## src/rtl/quadgen_seq.sv

```systemverilog
// quadgen_seq: WIDTH-bit ADD/SUB/MUL/ACC engine with valid/ready handshakes and an iterative shift-add MUL.
// Build option: define SATURATE_EN to clamp results on carry/borrow/overflow instead of wrapping.
module quadgen_seq #(
   parameter int WIDTH = 4
) (
   input  logic             clk,
   input  logic             rst_n,
   input  logic             in_valid,
   output logic             in_ready,
   input  logic [1:0]       func,
   input  logic [WIDTH-1:0] a,
   input  logic [WIDTH-1:0] b,
   input  logic             acc_clr,
   output logic             out_valid,
   input  logic             out_ready,
   output logic [WIDTH-1:0] result,
   output logic             carry,
   output logic             zero
);

   localparam int CW = $clog2(WIDTH);
   localparam logic [CW-1:0]    LAST = CW'(WIDTH - 1);
   localparam logic [WIDTH-1:0] ONES = {WIDTH{1'b1}};
   localparam logic [WIDTH-1:0] ZERO = {WIDTH{1'b0}};

   typedef enum logic [1:0] {
      IDLE = 2'b00,
      BUSY = 2'b01,
      DONE = 2'b10
   } state_t;

   state_t             state_r;
   logic [CW-1:0]      cnt_r;
   logic [2*WIDTH-1:0] mcand_r;
   logic [2*WIDTH-1:0] prod_r;
   logic [WIDTH-1:0]   mplier_r;
   logic [WIDTH-1:0]   acc_r;
   logic               in_ready_r;
   logic               out_valid_r;
   logic [WIDTH-1:0]   result_r;
   logic               carry_r;
   logic               zero_r;

   logic [WIDTH:0]     add_s;
   logic [WIDTH:0]     sub_s;
   logic [WIDTH-1:0]   acc_base_s;
   logic [WIDTH:0]     acc_sum_s;
   logic [2*WIDTH-1:0] prod_next_s;
   logic               mul_ovf_s;
   logic [WIDTH-1:0]   add_res_s;
   logic [WIDTH-1:0]   sub_res_s;
   logic [WIDTH-1:0]   acc_res_s;
   logic [WIDTH-1:0]   mul_res_s;
   logic [WIDTH-1:0]   op_res_s;
   logic               op_cry_s;
   logic               acc_take_s;

   // Arithmetic for the single-cycle ops, the accumulator update and the next MUL partial product
   always_comb begin
      add_s       = {1'b0, a} + {1'b0, b};
      sub_s       = {1'b0, a} - {1'b0, b};
      acc_base_s  = acc_clr ? ZERO : acc_r;
      acc_sum_s   = {1'b0, acc_base_s} + {1'b0, a};
      prod_next_s = prod_r + (mplier_r[0] ? mcand_r : {(2*WIDTH){1'b0}});
      mul_ovf_s   = |prod_next_s[2*WIDTH-1:WIDTH];
`ifdef SATURATE_EN
      add_res_s   = add_s[WIDTH]     ? ONES : add_s[WIDTH-1:0];
      sub_res_s   = sub_s[WIDTH]     ? ZERO : sub_s[WIDTH-1:0];
      acc_res_s   = acc_sum_s[WIDTH] ? ONES : acc_sum_s[WIDTH-1:0];
      mul_res_s   = mul_ovf_s        ? ONES : prod_next_s[WIDTH-1:0];
`else
      add_res_s   = add_s[WIDTH-1:0];
      sub_res_s   = sub_s[WIDTH-1:0];
      acc_res_s   = acc_sum_s[WIDTH-1:0];
      mul_res_s   = prod_next_s[WIDTH-1:0];
`endif
      op_res_s    = ZERO;
      op_cry_s    = 1'b0;
      case (func)
         2'b00: begin
            op_res_s = add_res_s;
            op_cry_s = add_s[WIDTH];
         end
         2'b01: begin
            op_res_s = sub_res_s;
            op_cry_s = sub_s[WIDTH];
         end
         2'b11: begin
            op_res_s = acc_res_s;
            op_cry_s = acc_sum_s[WIDTH];
         end
         default: begin
            op_res_s = ZERO;
            op_cry_s = 1'b0;
         end
      endcase
      if (state_r == IDLE && in_valid && func == 2'b11) begin
         acc_take_s = 1'b1;
      end else begin
         acc_take_s = 1'b0;
      end
   end

   // Handshake FSM, MUL iteration and registered result/flags
   always_ff @(posedge clk or negedge rst_n) begin
      if (!rst_n) begin
         state_r     <= IDLE;
         cnt_r       <= {CW{1'b0}};
         mcand_r     <= {(2*WIDTH){1'b0}};
         prod_r      <= {(2*WIDTH){1'b0}};
         mplier_r    <= ZERO;
         in_ready_r  <= 1'b1;
         out_valid_r <= 1'b0;
         result_r    <= ZERO;
         carry_r     <= 1'b0;
         zero_r      <= 1'b0;
      end else begin
         case (state_r)
            IDLE: begin
               if (in_valid) begin
                  in_ready_r <= 1'b0;
                  if (func == 2'b10) begin
                     state_r  <= BUSY;
                     cnt_r    <= {CW{1'b0}};
                     mcand_r  <= {ZERO, a};
                     mplier_r <= b;
                     prod_r   <= {(2*WIDTH){1'b0}};
                  end else begin
                     state_r     <= DONE;
                     out_valid_r <= 1'b1;
                     result_r    <= op_res_s;
                     carry_r     <= op_cry_s;
                     zero_r      <= (op_res_s == ZERO);
                  end
               end
            end
            BUSY: begin
               prod_r   <= prod_next_s;
               mcand_r  <= {mcand_r[2*WIDTH-2:0], 1'b0};
               mplier_r <= {1'b0, mplier_r[WIDTH-1:1]};
               cnt_r    <= cnt_r + CW'(1);
               if (cnt_r == LAST) begin
                  state_r     <= DONE;
                  out_valid_r <= 1'b1;
                  result_r    <= mul_res_s;
                  carry_r     <= mul_ovf_s;
                  zero_r      <= (mul_res_s == ZERO);
               end
            end
            DONE: begin
               if (out_ready) begin
                  state_r     <= IDLE;
                  out_valid_r <= 1'b0;
                  in_ready_r  <= 1'b1;
               end
            end
            default: begin
               state_r     <= IDLE;
               out_valid_r <= 1'b0;
               in_ready_r  <= 1'b1;
            end
         endcase
      end
   end

   // Accumulator: an accepted ACC wins over a plain clear (the clear is folded into acc_base_s)
   always_ff @(posedge clk or negedge rst_n) begin
      if (!rst_n) begin
         acc_r <= ZERO;
      end else if (acc_take_s) begin
         acc_r <= acc_res_s;
      end else if (acc_clr) begin
         acc_r <= ZERO;
      end
   end

   assign in_ready  = in_ready_r;
   assign out_valid = out_valid_r;
   assign result    = result_r;
   assign carry     = carry_r;
   assign zero      = zero_r;

endmodule

```

## config.mk

```make
export PLATFORM = sky130hd
export DESIGN_NAME = quadgen_seq
export DESIGN_NICKNAME = d
export VERILOG_FILES = /design/src/rtl/quadgen_seq.sv
export SDC_FILE = /design/constraint.sdc
export NUM_CORES = 1
export LEC_CHECK = 0
export ABC_AREA = 1
export CAP_MARGIN = 20
export CORE_ASPECT_RATIO = 1.2
export CORE_UTILIZATION = 45
export CTS_BUF_LIST = sky130_fd_sc_hd__clkbuf_16
export DETAILED_ROUTE_END_ITERATION = 8
export DONT_BUFFER_PORTS = 1
export SLEW_MARGIN = 10
export SYNTH_ARGS = -nofsm -noshare
export SYNTH_HDL_FRONTEND = slang
export SYNTH_SLANG_ARGS = --single-unit
export TNS_END_PERCENT = 20
```

## constraint.sdc

```tcl
create_clock -name clk -period 2.2 [get_ports clk]
set_input_delay 0.44 -clock clk [delete_from_list [all_inputs] [get_ports clk]]
set_output_delay 0.44 -clock clk [all_outputs]
set_load 0.005 [all_outputs]
```

==> impl_metrics.prom, run 1 <==
# TYPE chip_impl_metric gauge
chip_impl_metric{name="fin_util",unit="%"} 52.24
chip_impl_metric{name="power.density",unit="nW/um^2"} 1175
chip_impl_metric{name="drt_iter0_markers",unit=""} 90
chip_impl_info{name="critPathTopFamily",value="simple AND/OR/NAND/NOR gates"} 1
chip_impl_metric{name="worst-path-max-fanout",unit=""} 9
chip_impl_metric{name="unique_cell_type_count_in_the_yosys_netlist",unit=""} 35
chip_impl_metric{name="wire_length_on_met3",unit="um"} 206
chip_impl_info{name="r2r_start",value="mplier_r[0]"} 1
chip_impl_info{name="outcome",value="complete, but fails checks"} 1
chip_impl_metric{name="worst_path_largest_cell_delay",unit="ps"} 460
chip_impl_info{name="topRoutingLayerUsed",value="met4"} 1
chip_impl_info{name="timing.hold.worst.class",value="input pin to asynchronous set/reset pin"} 1
chip_impl_info{name="start_kind",value="register"} 1
chip_impl_metric{name="clkTransAtPathRegs",unit="ps"} 50
chip_impl_metric{name="timing.fmax",unit="MHz"} 503.6
chip_impl_metric{name="numCtsBuffers",unit=""} 5
chip_impl_metric{name="finish.net_count",unit=""} 380
chip_impl_info{name="grt_setup_unrepaired",value="false"} 1
chip_impl_metric{name="vias",unit=""} 2081
chip_impl_metric{name="placed_cell_areas",unit="um^2"} 2611
chip_impl_metric{name="syn_avg_cell_area",unit="um^2"} 7.600
chip_impl_metric{name="clock_tree_buf_depth",unit=""} 2
chip_impl_metric{name="post_cts_hold_buffer_count",unit=""} 1
chip_impl_metric{name="core_region_area",unit="um^2"} 5370
chip_impl_metric{name="timing.max_slew.rel_slack",unit="%"} 77.87
chip_impl_metric{name="total_length_of_routed_wires",unit="um"} 5518
chip_impl_info{name="root_buffer",value="clkbuf_16"} 1
chip_impl_metric{name="initial_antenna_violation_count",unit=""} 0
chip_impl_metric{name="die_h",unit="um"} 84.65
chip_impl_metric{name="multiInputGateArea",unit="um^2"} 1356
chip_impl_metric{name="post_synth_instance_area",unit="um^2"} 2561
chip_impl_metric{name="floorplan.die_area",unit="um^2"} 5999
chip_impl_info{name="tritoncts",value="done"} 1
chip_impl_metric{name="largest_net_degree_at_the_start_of_global_routing",unit=""} 36
chip_impl_metric{name="tightest_slew",unit="ps"} 330.4
chip_impl_metric{name="timing.hold.ws",unit="ps"} -10.03
chip_impl_metric{name="timing.reg2reg.setup_slack",unit="ps"} 210
chip_impl_metric{name="synth-seq-area-share",unit="%"} 35.22
chip_impl_metric{name="finalCriticalPeriod",unit="ps"} 1986
chip_impl_metric{name="finalNonFillerCells",unit=""} 404
chip_impl_metric{name="route.detailed.vias_per_inst",unit=""} 5.151
chip_impl_metric{name="post-cts-setup-buffer-count",unit=""} 0
chip_impl_metric{name="totalNegativeSetupSlack",unit="ps"} 0
chip_impl_metric{name="syn-instance-count",unit=""} 337
chip_impl_metric{name="synth-seq-cells",unit=""} 36
chip_impl_metric{name="drc",unit=""} 4
chip_impl_metric{name="globalRouteOverflowTotal",unit=""} 0
chip_impl_metric{name="maxCapViolCount",unit=""} 0
chip_impl_info{name="regToRegEndpoint",value="carry"} 1
chip_impl_metric{name="worst_r2r_path_depth",unit=""} 12
chip_impl_metric{name="htree_num_levels",unit=""} 2
chip_impl_info{name="synth_area_leader_cell",value="dfrtp_1"} 1
chip_impl_metric{name="min_period_over_period",unit="%"} 90.26
chip_impl_metric{name="row_count",unit=""} 29
chip_impl_info{name="post_synth_main_area_contributors",value="dfrtp_1, nand2_1, ha_1, inv_1, nand3_1"} 1
chip_impl_metric{name="initial_core_util",unit="%"} 47.69
chip_impl_info{name="violations",value="DRC, hold timing"} 1
chip_impl_metric{name="drt.antenna.violating_nets",unit=""} 0
chip_impl_metric{name="via_count_of_the_first_global_routing_pass",unit=""} 2056
chip_impl_metric{name="detailroute.wirelength.met2",unit="um"} 2631
chip_impl_metric{name="post_cts.resized_instances",unit=""} 0
chip_impl_info{name="cell_breakdown_of_the_critical_path",value="nand2_1 > inv_1 > ha_1 > fa_1 > nand3_1 > nand3_1 > nand2_1 > nand3b_1 > nand3_1 > nand4_1 > nand2_1 > inv_1"} 1
chip_impl_metric{name="wire_length_of_the_first_global_routing_pass",unit="um"} 9666
chip_impl_metric{name="final-seq-area",unit="um^2"} 902.1
chip_impl_metric{name="max-vdd-ir-drop",unit="uV"} 393.3
chip_impl_metric{name="grt_use_total",unit="%"} 20.71
chip_impl_info{name="criticalPathCategory",value="register to register"} 1
chip_impl_metric{name="yosys.area.top_type_share",unit="%"} 34.20
chip_impl_metric{name="slew_violations",unit=""} 0
chip_impl_metric{name="met1Wirelength",unit="um"} 2622
chip_impl_metric{name="clock_latency_on_the_worst_skew_pair",unit="ps"} 270
chip_impl_metric{name="die_w",unit="um"} 70.87
chip_impl_info{name="slowest_stage",value="dfrtp_1"} 1
chip_impl_metric{name="static-leakage-power",unit="nW"} 1.477
chip_impl_metric{name="fillerInstances",unit=""} 523
chip_impl_info{name="cp-startpoint",value="mplier_r[0]"} 1
chip_impl_metric{name="synthesis_to_layout_area_growth",unit="%"} 9.526
chip_impl_metric{name="place.gp.congestion",unit=""} 0.8876
chip_impl_info{name="worst_setup_path_end_kind",value="register"} 1
chip_impl_metric{name="worstPathArrival",unit="ps"} 2160
chip_impl_metric{name="bufs_and_invs_on_worst_path",unit=""} 2
chip_impl_metric{name="design_power_total",unit="mW"} 3.295
chip_impl_metric{name="final_count_of_hold_timing_violations",unit=""} 6
chip_impl_metric{name="wire_length_per_cell",unit="um"} 13.66
chip_impl_metric{name="hpwl",unit="um"} 4160
chip_impl_metric{name="clock_sink_count",unit=""} 36
chip_impl_metric{name="final_worst_clock_skew",unit="ps"} 4.224
chip_impl_metric{name="synth-warning-count",unit=""} 0
chip_impl_metric{name="worst_endpoint_required_time",unit="ps"} 2370
chip_impl_metric{name="boundaryPins",unit=""} 23
chip_impl_metric{name="diodes",unit=""} 0
chip_impl_metric{name="layout-drive-gt1-share",unit="%"} 9.649
chip_impl_metric{name="syn-num-nets",unit=""} 376
chip_impl_metric{name="placed_cells_incl_taps",unit=""} 394
chip_impl_metric{name="io_buffer_count",unit=""} 0
chip_impl_metric{name="detailedRoute.firstPassIterationCount",unit=""} 8
chip_impl_metric{name="final-setup-viol-count",unit=""} 0
chip_impl_metric{name="design_area",unit="um^2"} 2805
[cell families after synthesis]
logic type	after synthesis	synth area share (%)
buffers and inverters	74	11.82
muxes	1	0.4396
adders and majority gates	24	12.90
xor gates and xnor gates	4	1.368
AOI/OAI and AO/OA	56	13.14
and+or+nand+nor	142	25.11
DFF	36	35.22
[cells in the mapped netlist]
cell	number
ha_1	20
o211ai_1	3
o2bb2ai_1	1
a31oi_1	3
xor2_1	3
o21ai_0	23
xnor2_1	1
a21oi_2	2
dfstp_2	1
inv_2	4
nor2_1	23
buf_4	1
nor2_8	1
inv_6	1
nand2_1	71
nor2_2	3
o31ai_4	1
nand3b_1	5
a21oi_1	16
nand2_2	5
o31ai_2	1
dfrtp_1	35
inv_1	61
buf_8	1
nor2_4	1
fa_1	4
buf_2	4
mux2_2	1
nand4_1	3
nor3_1	2
o21ai_2	1
o22ai_1	5
clkbuf_1	2
or2_1	2
nand3_1	26
[layout by cell type (no fill, tap or decap)]
master and n:
o31ai_2 1, ha_1 20, inv_6 1, or2_1 2, nand4_1 3, nand2_1 71, o2bb2ai_1 1, o21ai_0 23
o211ai_1 3, a31oi_1 3, mux2_2 1, nor2_1 23, clkbuf_16 5, nand3_1 26, dfrtp_1 35, buf_4 3
o31ai_4 1, a21oi_2 2, nor2_2 3, dlygate4sd3_1 1, inv_1 62, fa_1 4, o22ai_1 5, clkinv_2 1
nand2_2 5, dfstp_2 1, bufinv_16 1, nor2_8 1, inv_2 4, buf_12 1, nor3_1 2, nor2_4 1
a21oi_1 16, nand3b_1 5, xor2_1 3, o21ai_2 1, xnor2_1 1
[sequential cells by signal (all words and copies together) (netlist names)]
register,count
mcand_r,8
prod_r,8
acc_r,4
mplier_r,4
result,4
cnt_r,2
state_r,2
carry,1
in_ready,1
out_valid,1
zero,1
[worst max-delay path by stage]
stage,endpoint,slack (ps),depth (start not counted)
floorplan,carry,290,13
global placement,zero,230,13
detailed placement,zero,190,13
CTS,carry,210,12
global route,carry,3,12
finish,carry,210,12
[through the flow]
step / setup WS, ps / hold slack [ps]
after global routing: 3.450 / 1.883
after floorplan: 289.5 / 144.4
final: 214.3 / -10.03
after global placement: 232.1 / 145.2
after detailed placement: 193.1 / 145.3
after CTS: 212.7 / 0.5801
[worst register-to-register path: stages, from the launching register on]
cell and delay [ps]:
dfrtp_1 460, nand2_1 110, inv_1 40, ha_1 210, fa_1 410, nand3_1 110
nand3_1 90, nand2_1 90, nand3b_1 70, nand3_1 100, nand4_1 100, nand2_1 70
inv_1 30
[final cells by class]
| cell class | count | area share, % |
|---|---|---|
| inverter | 66 | 9.010 |
| clock buffer | 5 | 4.460 |
| clock inverter | 3 | 1.383 |
| timing repair buffer | 5 | 1.873 |
| sequential | 36 | 32.16 |
| tap | 62 | 2.765 |
| multi-input combinational | 227 | 48.35 |
[per-layer routing]
| metal | vias up | global-route usage, % |
|---|---|---|
| met1 | 954 | 27.35 |
| met2 | 37 | 34.35 |
| li1 | 1086 | - |
| met5 | - | 0 |
| met3 | 4 | 4.802 |
| met4 | 0 | 4.909 |
[report_power, final]
part	switching (mW)	leakage, nW	internal (mW)
registers	0.209	0.457	0.943
logic	0.843	0.935	0.515
clock network	0.258	0.0850	0.528
Power figures use the tool's default switching activity.
==> run 2, diff against run 1 <==
--- a/config.mk
+++ b/config.mk
@@ -8,10 +8,11 @@
 export ABC_AREA = 1
 export CAP_MARGIN = 20
 export CORE_ASPECT_RATIO = 1.2
-export CORE_UTILIZATION = 45
+export CORE_UTILIZATION = 64
 export CTS_BUF_LIST = sky130_fd_sc_hd__clkbuf_16
 export DETAILED_ROUTE_END_ITERATION = 8
 export DONT_BUFFER_PORTS = 1
+export PLACE_DENSITY = 0.8
 export SLEW_MARGIN = 10
 export SYNTH_ARGS = -nofsm -noshare
 export SYNTH_HDL_FRONTEND = slang
==> run 2 against run 1 <==
The flow now finishes without violations. Via count is 2.0% higher. Sequential power hardly changed. First-iteration DRC count is 18% higher. Register-to-register slack worse by 40 ps. Sequential share of layout area is 0.32 points higher. Wire length is 2.4% lower. Largest power group unchanged.
==> impl_metrics.prom, run 2 (same netlist as run 1, synthesis figures left out) <==
# TYPE chip_impl_metric gauge
chip_impl_info{name="outcome",value="finished, final reports clean"} 1
chip_impl_metric{name="die_h",unit="um"} 71.30
chip_impl_metric{name="drt_iter0_markers",unit=""} 106
chip_impl_info{name="grt_setup_unrepaired",value="false"} 1
chip_impl_metric{name="grt_use_total",unit="%"} 28.49
chip_impl_metric{name="finalCriticalPeriod",unit="ps"} 2021
chip_impl_metric{name="timing.hold.ws",unit="ps"} 209.4
chip_impl_metric{name="worst_endpoint_required_time",unit="ps"} 2380
chip_impl_metric{name="detailedRoute.firstPassIterationCount",unit=""} 4
chip_impl_info{name="mostFrequentLayoutCells",value="nand2_1, inv_1, dfrtp_1, nand3_1"} 1
chip_impl_info{name="slowest_stage",value="dfrtp_1"} 1
chip_impl_metric{name="worst_path_largest_cell_delay",unit="ps"} 470
chip_impl_metric{name="clkTransAtPathRegs",unit="ps"} 50
chip_impl_metric{name="drt.antenna.violating_nets",unit=""} 0
chip_impl_metric{name="wire_length_of_the_first_global_routing_pass",unit="um"} 9121
chip_impl_metric{name="fillerInstances",unit=""} 319
chip_impl_metric{name="diodes",unit=""} 0
chip_impl_info{name="cell_breakdown_of_the_critical_path",value="nand2_1 > inv_1 > ha_1 > fa_1 > nand3_1 > nand3_1 > nand2_1 > nand3b_1 > nand3_1 > nand4_1 > nand2_1 > inv_1"} 1
chip_impl_metric{name="min_period_over_period",unit="%"} 91.88
chip_impl_metric{name="post-cts-setup-buffer-count",unit=""} 0
chip_impl_metric{name="swShare",unit="%"} 40.21
chip_impl_metric{name="finish.net_count",unit=""} 378
chip_impl_metric{name="power.share.combinational",unit="%"} 41.3
chip_impl_metric{name="initial_antenna_violation_count",unit=""} 0
chip_impl_metric{name="timing.max_slew.rel_slack",unit="%"} 31.34
chip_impl_metric{name="vias",unit=""} 2123
chip_impl_metric{name="maxCapViolCount",unit=""} 0
chip_impl_info{name="worst_setup_path_end_kind",value="register"} 1
chip_impl_metric{name="slew_violations",unit=""} 0
chip_impl_metric{name="worst-path-max-fanout",unit=""} 9
chip_impl_metric{name="wire_length_per_cell",unit="um"} 13.74
chip_impl_info{name="reg_top3",value="mcand_r x8, prod_r x8"} 1
chip_impl_metric{name="numCtsBuffers",unit=""} 5
chip_impl_metric{name="die_w",unit="um"} 59.75
chip_impl_metric{name="clock_tree_buf_depth",unit=""} 2
chip_impl_metric{name="place.gp.congestion",unit=""} 0.8407
chip_impl_metric{name="power.density",unit="nW/um^2"} 1183
chip_impl_metric{name="io_buffer_count",unit=""} 0
chip_impl_metric{name="preCtsSetupSlack",unit="ps"} 202.3
chip_impl_metric{name="total_length_of_routed_wires",unit="um"} 5386
chip_impl_metric{name="boundaryPins",unit=""} 23
chip_impl_metric{name="power.sequential.fraction",unit="%"} 34.8
chip_impl_metric{name="row_count",unit=""} 24
chip_impl_info{name="root_buffer",value="clkbuf_16"} 1
chip_impl_metric{name="clock_latency_on_the_worst_skew_pair",unit="ps"} 280
chip_impl_metric{name="initial_core_util",unit="%"} 68.78
chip_impl_metric{name="p_sw",unit="mW"} 1.321
chip_impl_metric{name="core_region_area",unit="um^2"} 3724
chip_impl_metric{name="final_count_of_hold_timing_violations",unit=""} 0
chip_impl_metric{name="final-setup-viol-count",unit=""} 0
chip_impl_metric{name="drc",unit=""} 0
chip_impl_metric{name="largest_net_degree_at_the_start_of_global_routing",unit=""} 36
chip_impl_metric{name="internal_power",unit="mW"} 1.964
chip_impl_info{name="tritoncts",value="done"} 1
chip_impl_metric{name="pwr-share-clk",unit="%"} 24.0
chip_impl_metric{name="via_count_of_the_first_global_routing_pass",unit=""} 2065
chip_impl_metric{name="clock_sink_count",unit=""} 36
chip_impl_metric{name="tightest_slew",unit="ps"} 1030
chip_impl_metric{name="hpwl",unit="um"} 3898
chip_impl_info{name="critPathTopFamily",value="simple AND/OR/NAND/NOR gates"} 1
chip_impl_metric{name="worstPathArrival",unit="ps"} 2200
chip_impl_metric{name="static-leakage-power",unit="nW"} 1.467
chip_impl_metric{name="design_power_total",unit="mW"} 3.285
chip_impl_metric{name="final_worst_clock_skew",unit="ps"} 2.486
chip_impl_metric{name="timing.reg2reg.setup_slack",unit="ps"} 180
chip_impl_metric{name="post_cts.resized_instances",unit=""} 0
chip_impl_metric{name="htree_num_levels",unit=""} 2
chip_impl_metric{name="layout-drive-gt1-share",unit="%"} 9.118
chip_impl_metric{name="totalNegativeSetupSlack",unit="ps"} 0
chip_impl_metric{name="max-vdd-ir-drop",unit="uV"} 462.4
chip_impl_metric{name="fin_ws",unit="ps"} 178.6
chip_impl_metric{name="floorplan.die_area",unit="um^2"} 4260
chip_impl_info{name="criticalPathCategory",value="register to register"} 1
chip_impl_info{name="timing.hold.worst.class",value="input pin to register"} 1
chip_impl_metric{name="route.detailed.vias_per_inst",unit=""} 5.416
chip_impl_metric{name="globalRouteOverflowTotal",unit=""} 0
chip_impl_info{name="commonest_non_fill_non_tap_cell_in_the_layout",value="nand2_1"} 1
chip_impl_metric{name="post_cts_hold_buffer_count",unit=""} 2
chip_impl_metric{name="bufs_and_invs_on_worst_path",unit=""} 2
chip_impl_metric{name="timing.fmax",unit="MHz"} 494.7
chip_impl_info{name="start_kind",value="register"} 1
chip_impl_metric{name="synthesis_to_layout_area_growth",unit="%"} 8.451
==> run 2: cell count changes in the layout (fill, tap and decap cells not counted), sizes merged <==
cell / previous run / this run
buf: 4 / 2
==> run 2: layout make-up <==
cell class / instances / area [um^2] / area share (%)
sequential: 36 / 902.1 / 32.48
timing repair buffer: 3 / 37.54 / 1.351
tap: 52 / 65.06 / 2.342
multi-input combinational: 227 / 1356 / 48.83
inverter: 66 / 252.7 / 9.099
clock buffer: 5 / 125.1 / 4.505
clock inverter: 3 / 38.79 / 1.396
==> run 2: worst paths after layout <==
check,from,to,depth (start not counted)
max,mplier_r[0],carry,12
min,in_valid,in_ready,1
max reg2reg,mplier_r[0],carry,12
min reg2reg,cnt_r[0],cnt_r[0],1
max in group asynchronous,rst_n,acc_r[0],2
min in group asynchronous,rst_n,in_ready,1
==> run 2: power groups by stage <==
stage,logic (mW),registers (mW),clock network [mW]
6_report,1.36,1.14,0.787
5_1_grt,1.55,1.17,0.822
4_1_cts,1.35,1.14,0.791
3_5_place_dp,1.31,1.15,0
3_3_place_gp,1.27,1.14,0
2_1_floorplan,1.12,1.09,0
==> run 2: routing by layer <==
layer	GRT usage [%]	part of all wire, %	vias up
li1	-	-	1082
met1	36.60	44	976
met2	47.65	49	58
met3	5.054	5.5	7
met4	9.819	1.5	0
met5	0	0	-
==> run 2: metrics by stage <==
step / instance area (um^2) / std cells / util, %
2_1_floorplan: 2561 / 337 / -
3_3_place_gp: 2584 / 382 / 69.39
3_5_place_dp: 2584 / 382 / 69.39
4_1_cts: 2778 / 392 / 74.60
5_1_grt: 2778 / 392 / 74.60
6_report: 2778 / 392 / 74.60
